==> src/rtl/jtdd_prom_we.sv <==
// ROM download front-end for JTDD: turns the ioctl byte stream into SDRAM write
// requests and priority-PROM strobes. Optional running checksum: JTDD_DWN_CHECKSUM_EN.
module jtdd_prom_we #(
    parameter logic [21:0] SCR_START  = 22'h05_8000,
    parameter logic [21:0] OBJ_START  = 22'h09_8000,
    parameter logic [21:0] PROM_START = 22'h0D_8000,
    parameter logic [21:0] SCR_WORD   = 22'h04_0000,
    parameter logic [21:0] OBJ_WORD   = 22'h08_0000,
    parameter int          TAIL       = 16
) (
    input  logic        clk,
    input  logic        rst_n,
    input  logic        downloading,
    input  logic [21:0] ioctl_addr,
    input  logic [7:0]  ioctl_data,
    input  logic        ioctl_wr,
    input  logic        sdram_ack,
    output logic [21:0] prog_addr,
    output logic [7:0]  prog_data,
    output logic [1:0]  prog_mask,
    output logic        prog_we,
    output logic        prom_prio_we,
    output logic        dwnld_busy,
    output logic        overrun
`ifdef JTDD_DWN_CHECKSUM_EN
    ,
    output logic [15:0] checksum
`endif
);

    typedef enum logic {S_IDLE, S_REQ} state_t;

    localparam int TW = $clog2(TAIL + 1);

    state_t         r_state;
    logic [21:0]    r_prog_addr;
    logic [7:0]     r_prog_data;
    logic [1:0]     r_prog_mask;
    logic           r_prog_we;
    logic           r_prom_we;
    logic           r_busy;
    logic           r_overrun;
    logic           r_dl;
    logic [TW-1:0]  r_tail;

    // One-entry SDRAM buffer and one-entry deferred PROM slot
    logic           r_buf_vld;
    logic [21:0]    r_buf_addr;
    logic [7:0]     r_buf_data;
    logic [1:0]     r_buf_mask;
    logic           r_pdef_vld;
    logic [7:0]     r_pdef_idx;
    logic [7:0]     r_pdef_data;

    logic           w_stb;
    logic           w_in_scr;
    logic           w_in_obj;
    logic           w_is_sdram;
    logic           w_is_prom;
    logic           w_sdram_stb;
    logic           w_prom_stb;
    logic [21:0]    w_scr_off;
    logic [21:0]    w_obj_off;
    logic [21:0]    w_word;
    logic [1:0]     w_mask;
    logic           w_req;
    logic           w_go_idle;
    logic           w_buf_drop;
    logic           w_prom_drop;
    logic           w_next_req;
    logic           w_next_buf;
    logic           w_fall;
    logic           w_rise;
    logic [TW-1:0]  w_next_tail;

    assign w_stb       = ioctl_wr & downloading;
    assign w_is_sdram  = ioctl_addr < PROM_START;
    assign w_is_prom   = (ioctl_addr >= PROM_START) && (ioctl_addr < PROM_START + 22'd256);
    assign w_in_scr    = (ioctl_addr >= SCR_START) && (ioctl_addr < OBJ_START);
    assign w_in_obj    = (ioctl_addr >= OBJ_START) && w_is_sdram;
    assign w_sdram_stb = w_stb & w_is_sdram;
    assign w_prom_stb  = w_stb & w_is_prom;
    assign w_scr_off   = ioctl_addr - SCR_START;
    assign w_obj_off   = ioctl_addr - OBJ_START;
    assign w_mask      = ioctl_addr[0] ? 2'b01 : 2'b10;

    // NOTE: w_word gets a default before the conditional overrides, so no latch is inferred.
    always_comb begin
        w_word = {1'b0, ioctl_addr[21:1]};
        if (w_in_obj) begin
            w_word = OBJ_WORD + (w_obj_off >> 1);
        end else if (w_in_scr) begin
            w_word = SCR_WORD + (w_scr_off >> 1);
        end
    end

    assign w_req       = (r_state == S_REQ);
    assign w_go_idle   = w_req & sdram_ack & ~r_buf_vld & ~w_sdram_stb;
    assign w_buf_drop  = w_req & ~sdram_ack & r_buf_vld & w_sdram_stb;
    assign w_prom_drop = w_req & r_pdef_vld & w_prom_stb;
    assign w_next_req  = w_req ? ~w_go_idle : w_sdram_stb;
    assign w_next_buf  = w_req & (sdram_ack ? (r_buf_vld & w_sdram_stb)
                                            : (r_buf_vld | w_sdram_stb));
    assign w_fall      = r_dl & ~downloading;
    assign w_rise      = ~r_dl & downloading;
    assign w_next_tail = w_fall            ? TW'(TAIL) :
                         (r_tail != '0)    ? r_tail - TW'(1) : '0;

    // NOTE: every register here uses <= so all branches see the pre-edge values of each other.
    always_ff @(posedge clk or negedge rst_n) begin
        if (!rst_n) begin
            r_state     <= S_IDLE;
            r_prog_addr <= '0;
            r_prog_data <= '0;
            r_prog_mask <= 2'b11;
            r_prog_we   <= 1'b0;
            r_prom_we   <= 1'b0;
            r_busy      <= 1'b0;
            r_overrun   <= 1'b0;
            r_dl        <= 1'b0;
            r_tail      <= '0;
            r_buf_vld   <= 1'b0;
            r_buf_addr  <= '0;
            r_buf_data  <= '0;
            r_buf_mask  <= 2'b11;
            r_pdef_vld  <= 1'b0;
            r_pdef_idx  <= '0;
            r_pdef_data <= '0;
        end else begin
            r_dl      <= downloading;
            r_tail    <= w_next_tail;
            r_prom_we <= 1'b0;
            // Registered from next-state terms so the cycle where downloading falls stays covered
            r_busy    <= downloading | w_next_req | w_next_buf | (w_next_tail != '0);
            if (w_buf_drop || w_prom_drop) begin
                r_overrun <= 1'b1;
            end

            case (r_state)
                S_IDLE: begin
                    if (w_sdram_stb) begin
                        r_prog_addr <= w_word;
                        r_prog_data <= ioctl_data;
                        r_prog_mask <= w_mask;
                        r_prog_we   <= 1'b1;
                        r_state     <= S_REQ;
                    end else if (w_prom_stb) begin
                        r_prog_addr <= {14'd0, ioctl_addr[7:0]};
                        r_prog_data <= ioctl_data;
                        r_prom_we   <= 1'b1;
                    end
                end

                S_REQ: begin
                    if (sdram_ack) begin
                        if (r_buf_vld) begin
                            r_prog_addr <= r_buf_addr;
                            r_prog_data <= r_buf_data;
                            r_prog_mask <= r_buf_mask;
                            r_buf_vld   <= w_sdram_stb;
                            if (w_sdram_stb) begin
                                r_buf_addr <= w_word;
                                r_buf_data <= ioctl_data;
                                r_buf_mask <= w_mask;
                            end
                        end else if (w_sdram_stb) begin
                            r_prog_addr <= w_word;
                            r_prog_data <= ioctl_data;
                            r_prog_mask <= w_mask;
                        end else begin
                            r_prog_we   <= 1'b0;
                            r_prog_mask <= 2'b11;
                            r_state     <= S_IDLE;
                            // The SDRAM write is done, so a waiting PROM byte may now take prog_addr
                            if (r_pdef_vld) begin
                                r_prog_addr <= {14'd0, r_pdef_idx};
                                r_prog_data <= r_pdef_data;
                                r_prom_we   <= 1'b1;
                                r_pdef_vld  <= 1'b0;
                            end else if (w_prom_stb) begin
                                r_prog_addr <= {14'd0, ioctl_addr[7:0]};
                                r_prog_data <= ioctl_data;
                                r_prom_we   <= 1'b1;
                            end
                        end
                    end else if (w_sdram_stb && !r_buf_vld) begin
                        r_buf_addr <= w_word;
                        r_buf_data <= ioctl_data;
                        r_buf_mask <= w_mask;
                        r_buf_vld  <= 1'b1;
                    end

                    if (w_prom_stb && !r_pdef_vld && !w_go_idle) begin
                        r_pdef_idx  <= ioctl_addr[7:0];
                        r_pdef_data <= ioctl_data;
                        r_pdef_vld  <= 1'b1;
                    end
                end

                default: r_state <= S_IDLE;
            endcase
        end
    end

`ifdef JTDD_DWN_CHECKSUM_EN
    logic        w_accept;
    logic [15:0] r_sum;

    assign w_accept = (w_sdram_stb & ~w_buf_drop) | (w_prom_stb & ~w_prom_drop);

    always_ff @(posedge clk or negedge rst_n) begin
        if (!rst_n) begin
            r_sum <= '0;
        end else begin
            r_sum <= (w_rise ? 16'd0 : r_sum) + (w_accept ? {8'd0, ioctl_data} : 16'd0);
        end
    end

    assign checksum = r_sum;
`else
    logic w_rise_unused;
    assign w_rise_unused = w_rise;
`endif

    assign prog_addr    = r_prog_addr;
    assign prog_data    = r_prog_data;
    assign prog_mask    = r_prog_mask;
    assign prog_we      = r_prog_we;
    assign prom_prio_we = r_prom_we;
    assign dwnld_busy   = r_busy;
    assign overrun      = r_overrun;

endmodule

==> config.mk <==
export PLATFORM = sky130hd
export DESIGN_NAME = jtdd_prom_we
export DESIGN_NICKNAME = d
export VERILOG_FILES = /design/src/rtl/jtdd_prom_we.sv
export SDC_FILE = /design/constraint.sdc
export NUM_CORES = 1
export LEC_CHECK = 0
export CAP_MARGIN = 20
export CORE_MARGIN = 10
export CORE_UTILIZATION = 50
export DETAILED_ROUTE_END_ITERATION = 8
export PLACE_DENSITY_LB_ADDON = 0.15
export SLEW_MARGIN = 20
export SYNTH_ARGS = -nofsm -noshare
export SYNTH_HDL_FRONTEND = slang
export SYNTH_SLANG_ARGS = --single-unit
==> constraint.sdc <==
create_clock -name clk -period 2.4 [get_ports clk]
set_clock_uncertainty 0.15 [all_clocks]
set_input_delay 0.36 -clock clk [delete_from_list [all_inputs] [get_ports clk]]
set_output_delay 0.36 -clock clk [all_outputs]
set_load 0.1 [all_outputs]
==> results.tsv, run 1 <==
stage	metric	value	unit
power_and_ir_drop	switching_share	48.30	%
grt	antenna_found_initial	0	
worst_setup_path	arrival	2.45	ns
power_and_ir_drop	internal_power	0.003060	W
grt	grt_max_degree	42	
timing	holdWs	0.3074	ns
timing	period_share	98.36	%
power_and_ir_drop	seq_power_share	35.6	%
synthesis	synth_cell_types	62	
synthesis	yosysWarnings	0	
finish	drive_above_1_share	33.09	%
synthesis	synth_edf_count	0	
grt	grt_pass1_vias	4991	
placed_design	dp_hpwl	11710	um
power_and_ir_drop	leakagePower	3.275	nW
worst_setup_path	worstPathMaxFanout	16	
power_and_ir_drop	power.share.combinational	47.8	%
synthesis	synth_area	5366	um2
floorplan	die-area	15280	um2
placed_design	io_buffers	70	
finish	area_growth	31.13	%
power_and_ir_drop	pwr_density_cell	841.0	nW/um2
floorplan	die_y	123.6	um
clocking	htree_levels	3	
timing	layout_min_cycle_time	2.361	ns
floorplan	core	10370	um2
finish	antenna_cells	0	
finish	final_util	67.86	%
synthesis	syn_area_per_cell	10.09	um2
worst_setup_path	critical_path_class	input pin to register	
floorplan	rows	37	
finish	final_nets	712	
timing	tightestPinTransition	0.5565	ns
grt	grtUsageTotal	21.48	%
clocking	numCtsBuffers	9	
clocking	cts_buffer_depth	2	
synthesis	ys_seq_elements	93	
timing	fin_ws	0.03933	ns
synthesis	synth_nets	572	
routing	wl_per_cell	19.85	um
timing	hold_viol	0	
synthesis	ys_seq_area_share	43.46	%
routing	drt_iter0_markers	425	
grt	grt_overflow	0	
routing	drt-pass1-iter-count	7	
finish	fill_cells	854	
timing	setup_viol	0	
synthesis	syn_inst	532	
clocking	cts_tree	done	
routing	wl	16140	um
clocking	cts_setup_buffers	0	
run_status	outcome	finished clean	
placed_design	gp_congestion	0.8843	
synthesis	async_reset_ff_share	100.0	%
worst_setup_path	cp-end-kind	register	
clocking	clock-root-buffer	clkbuf_8	
power_and_ir_drop	clockPowerShare	16.6	%
placed_design	pre_cts_slack	-0.6010	ns
routing	vias	4947	
worst_setup_path	startpoint_type	input pin	
grt	grt_pass1_wl	26390	um
synthesis	synth_flop_cell	dfrtp_1	
clocking	clkLatencyLatePin	0.36	ns
power_and_ir_drop	max-vdd-ir-drop	0.7516	mV
routing	via_per_inst	6.085	
clocking	clkTransAtPathRegs	0.09	ns
power_and_ir_drop	p_switching	0.002859	W
hold_path	min_path_type	input pin to register	
worst_setup_path	crit_required	2.49	ns
floorplan	die_w	123.6	um
clocking	clock-sinks	93	
floorplan	io_pins	71	
timing	slew_violations	0	
timing	relSlewSlack	62.90	%
floorplan	initial_core_util	51.75	%
job	maxCapViolations	0	
routing	drtAntennaViolNets	0	
routing	route.detailed.drc	0	
timing	max_freq	423.6	MHz
[power groups by stage]
stage | Clock, W | Sequential [W] | Combinational [W]
2_1_floorplan | 0 | 0.00343 | 0.000736
3_3_place_gp | 0 | 0.00210 | 0.00278
3_5_place_dp | 0 | 0.00212 | 0.00283
4_1_cts | 0.000997 | 0.00209 | 0.00283
5_1_grt | 0.00107 | 0.00214 | 0.00299
6_report | 0.000983 | 0.00210 | 0.00283
[registers in the layout, summed over array words and instances (netlist names), 2 cells and up]
signal and count:
prog_addr 22, r_buf_addr 22, prog_data 8, r_buf_data 8, r_pdef_data 8, r_pdef_idx 8
r_tail 5, prog_mask 2, r_buf_mask 2
[critical path, cell delays in order]
cell	delay, ns
dlygate4sd2_1	0.30
nor4_4	0.35
nand2_2	0.12
nor4_4	0.33
nand2_1	0.14
or3_4	0.37
buf_12	0.18
mux2_4	0.30
[per-layer routing]
metal	global-route usage, %	up-vias	wire length [um]
met1	28.28	2484	7189
met4	5.822	0	158
met3	4.118	19	834
li1	-	2294	-
met5	0	-	0
met2	35.40	150	7959
[kinds of logic (layout without fill, tap and decap cells)]
kind of cell             after synthesis  after routing  synth area share [%]
AO/OA/AOI/OAI                        179            179                 23.53
XOR/XNOR                               9              9                 1.469
adder cells (fa/ha/maj)                5              5                 1.166
buffers and inverters                 53            198                 4.150
flip-flops                            93             93                 43.46
multiplexers                          66             66                 14.15
AND/OR/NAND/NOR                      127            127                 12.08
[final timing paths]
path	from	to	slack, ns	cells past startpoint
min in group asynchronous	rst_n	r_tail[4]$_DFF_PN0_	0.37	2
max	ioctl_addr[9]	r_pdef_idx[6]$_DFFE_PN0P_	0.04	8
min reg2reg	r_tail[0]$_DFF_PN0_	r_tail[0]$_DFF_PN0_	0.33	1
max in group asynchronous	rst_n	r_pdef_idx[6]$_DFFE_PN0P_	0.99	3
max reg2reg	r_tail[0]$_DFF_PN0_	dwnld_busy$_DFF_PN0_	0.34	7
min	ioctl_addr[10]	r_buf_addr[9]$_DFFE_PN0P_	0.31	3
[cell type report]
cell class	count	area (um2)	area share [%]
multi-input combinational	386	2869	40.77
clock buffer	13	158.9	2.258
sequential	93	2333	33.16
tap	136	170.2	2.418
timing repair buffer	169	1436	20.41
inverter	13	48.80	0.6935
clock inverter	3	20.02	0.2845
[Yosys cell counts, drive strengths merged (2+ instances only)]
cell type / number / area share, %
nor3: 4 / 0.37
and2: 3 / 0.35
mux2i: 17 / 3.2
a31oi: 11 / 1.3
nor2: 28 / 2.0
buf: 12 / 1.3
a32oi: 8 / 1.3
clkbuf: 28 / 2.0
o221a: 6 / 1.3
a21o: 3 / 0.42
or3: 2 / 0.23
ha: 5 / 1.2
o41ai: 3 / 0.49
inv: 12 / 0.84
mux2: 49 / 11
a21boi: 2 / 0.28
dfstp: 4 / 2.0
o211ai: 40 / 5.6
a221o: 2 / 0.37
a221oi: 9 / 1.5
xor2: 4 / 0.65
nor4: 4 / 1.3
a21oi: 22 / 2.1
dfrtp: 89 / 42
o31ai: 3 / 0.42
a32o: 6 / 1.1
nand3: 8 / 0.75
nand2b: 9 / 1.0
o21ai: 41 / 3.8
nand2: 57 / 4.0
a22oi: 9 / 1.3
nor2b: 3 / 0.35
nand4: 2 / 0.23
xnor2: 5 / 0.82
a222oi: 2 / 0.37
[timing repair]
| action | 4_1_cts | 5_1_grt |
|---|---|---|
| pin swaps | 1 | 7 |
| gates resized for setup | 7 | 18 |
| endpoints found under the hold margin | 35 | 0 |
| hold buffers | 1 | 0 |
| endpoints found under the setup margin | 20 | 49 |
[cell usage in the layout, fill, tap and decap left out, drive strengths merged, types with 3 or more instances in the layout]
master	n
buf	135
dfrtp	89
nand2	57
mux2	49
o21ai	41
o211ai	40
nor2	28
clkdlybuf4s50	22
a21oi	22
mux2i	17
clkbuf	13
inv	12
a31oi	11
nand2b	9
a22oi	9
a221oi	9
nand3	8
a32oi	8
dlymetal6s2s	8
o221a	6
a32o	6
xnor2	5
ha	5
xor2	4
nor3	4
dfstp	4
nor4	4
a21o	3
and2	3
nor2b	3
dlygate4sd2	3
o41ai	3
o31ai	3
[metrics by stage]
stage | total power (W) | cell area, um2 | TNS, ns | cells
6_report | 0.005918 | 7037 | 0 | 813
4_1_cts | 0.005924 | 6964 | 0 | 813
3_3_place_gp | 0.004887 | 6770 | -18.43 | 796
2_1_floorplan | 0.004164 | 5366 | 0 | 532
3_5_place_dp | 0.004951 | 6770 | -20.99 | 796
5_1_grt | 0.006199 | 7037 | -0.02016 | 813
(Power assumes the default switching activity.)
==> run 2, diff against run 1 <==
- CAP_MARGIN: 20 -> unset
- CORE_ASPECT_RATIO: unset -> 0.75
==> run 2 against run 1 <==
Compared with the run above:
- cell count down 0.37%
- wire length is 7.2% higher
- sequential power hardly changed
- sequential share of layout area shrank 0.70 points
- critical path depth unchanged
- worst setup slack improved by 0.087 ns
- cell area rose by 2.2%
- global-route usage is 0.79 points higher
- critical endpoint is now r_pdef_idx[7]$_DFFE_PN0P_
- largest power group unchanged
==> results.tsv, run 2 (synthesis gave the netlist of run 1 again) <==
stage	metric	value	unit
run_status	outcome	finished clean	
finish	area_growth	33.97	%
worst_setup_path	max_stage_delay	0.37	ns
power_and_ir_drop	leakagePower	3.351	nW
worst_setup_path	path_buf_inv	2	
worst_setup_path	crit_top_cell	nor4_4	
finish	instances_no_fill	810	
power_and_ir_drop	pwr_density_cell	913.3	nW/um2
finish	fill_cells	806	
job	maxCapViolations	0	
timing	max_freq	439.9	MHz
floorplan	die_w	139.6	um
hold_path	hold_start	ioctl_addr[14]	
grt	antenna_found_initial	0	
floorplan	io_pins	71	
routing	via_per_inst	6.269	
clocking	cts_buffer_depth	2	
worst_setup_path	r2r_slack	0.24	ns
grt	grt_pass1_wl	27730	um
worst_setup_path	crit_required	2.48	ns
worst_setup_path	arrival	2.36	ns
timing	tightestPinTransition	0.5278	ns
routing	drt-pass1-iter-count	5	
hold_path	whs_path_depth	3	
timing	slew_violations	0	
hold_path	min_to	r_buf_addr[13]$_DFFE_PN0P_	
finish	final_common_cell	buf_4	
worst_setup_path	crit_start	ioctl_addr[10]	
grt	grt_overflow	0	
routing	drtAntennaViolNets	0	
worst_setup_path	r2r-end	dwnld_busy$_DFF_PN0_	
floorplan	die-area	15320	um2
routing	drt_iter0_markers	470	
routing	wl_per_cell	21.36	um
timing	setup_viol	0	
hold_path	min_path_type	input pin to register	
finish	final_cell_mix	buf_4 (126), dfrtp_1 (88), nand2_1 (56)	
timing	setup_tns	0	ns
timing	relSlewSlack	64.43	%
grt	grt_max_degree	40	
worst_setup_path	critical_path.top_delay_family	simple AND/OR/NAND/NOR gates	
clocking	clkTransAtPathRegs	0.07	ns
floorplan	initial_core_util	51.75	%
worst_setup_path	worstPathCellList	dlymetal6s2s_1, nor4_4, nand2_2, nor4_4, nand2_1, or3_1, buf_12, mux2_4	
clocking	clock-root-buffer	clkbuf_16	
clocking	htree_levels	3	
routing	route.detailed.drc	0	
worst_setup_path	cp-end-kind	register	
floorplan	die_y	109.7	um
timing	period_share	94.72	%
clocking	clkLatencyLatePin	0.35	ns
finish	stdcell_area	7189	um2
finish	final_nets	709	
worst_setup_path	worst_path_max_delay_cell	nor4_4	
timing	holdWs	0.3134	ns
grt	grtUsageTotal	22.27	%
worst_setup_path	startpoint_type	input pin	
worst_setup_path	critical_path_class	input pin to register	
worst_setup_path	r2r_start	r_tail[0]$_DFF_PN0_	
finish	drive_above_1_share	34.12	%
clocking	numCtsBuffers	9	
grt	grt_pass1_vias	5166	
worst_setup_path	r2r_cells	7	
placed_design	dp_hpwl	12030	um
placed_design	detailed_place.area	6713	um2
placed_design	dp_cells	790	
routing	wl	17310	um
finish	antenna_cells	0	
placed_design	gp_congestion	0.9291	
placed_design	io_buffers	70	
timing	hold_viol	0	
timing	layout_min_cycle_time	2.273	ns
routing	vias	5078	
floorplan	core	10370	um2
floorplan	rows	32	
clocking	cts_tree	done	
power_and_ir_drop	max-vdd-ir-drop	0.8350	mV
worst_setup_path	worstPathMaxFanout	16	
clocking	clock-sinks	93	
run 2: repair_timing:
item,in CTS,in global routing
buffers inserted,0,2
endpoints found under the setup margin,28,52
cloned,0,1
gates resized for setup,9,25
pin swaps,1,5
endpoints found under the hold margin,35,0
hold buffers,1,0
run 2: cell type report:
cell class / instances / area [um2] / share of cell area (%)
clock buffers: 11 / 242.7 / 3.376
well taps: 136 / 170.2 / 2.367
clock inverters: 5 / 82.58 / 1.149
flip-flops and latches: 93 / 2333 / 32.46
multi-input cells: 386 / 2909 / 40.46
inverters: 13 / 48.80 / 0.6787
repair buffers: 166 / 1403 / 19.51
run 2: per-layer routing:
| metal | share of wire, % | routed length (um) | track usage (%) |
|---|---|---|---|
| met1 | 44 | 7574 | 29.15 |
| met2 | 48 | 8287 | 36.81 |
| met3 | 7.4 | 1273 | 5.256 |
| met4 | 0.98 | 170 | 5.515 |
| met5 | 0 | 0 | 0 |
run 2: per-stage QoR:
step / util, % / power, W / setup slack (ns)
finish: 69.33 / 0.006566 / 0.1268
floorplan: - / 0.004164 / 0.07487
global placement: 64.73 / 0.004892 / -0.5034
global route: 69.33 / 0.006835 / -0.02083
detailed placement: 64.73 / 0.004967 / -0.5630
CTS: 68.32 / 0.006563 / -0.003719
run 2: how the worst max path moves through the flow:
| stage | endpoint | slack [ns] | cells after the start |
|---|---|---|---|
| floorplan | r_pdef_data[0]$_DFFE_PN0P_ | 0.07 | 8 |
| global placement | prog_data[3]$_DFFE_PN0P_ | -0.50 | 9 |
| detailed placement | r_buf_addr[16]$_DFFE_PN0P_ | -0.56 | 9 |
| CTS | r_buf_addr[16]$_DFFE_PN0P_ | -0.004 | 9 |
| global route | prog_addr[16]$_DFFE_PN0P_ | -0.02 | 9 |
| finish | r_pdef_idx[7]$_DFFE_PN0P_ | 0.13 | 8 |
run 2: worst min-delay path: stages:
cell	delay, ns
dlymetal6s2s_1	0.15
buf_4	0.15
mux2_2	0.13
run 2: power by group:
group | internal (W) | leakage (nW) | switching, W
registers | 0.00185 | 1.21 | 0.000276
clock network | 0.000946 | 0.160 | 0.000637
logic | 0.000790 | 1.98 | 0.00207
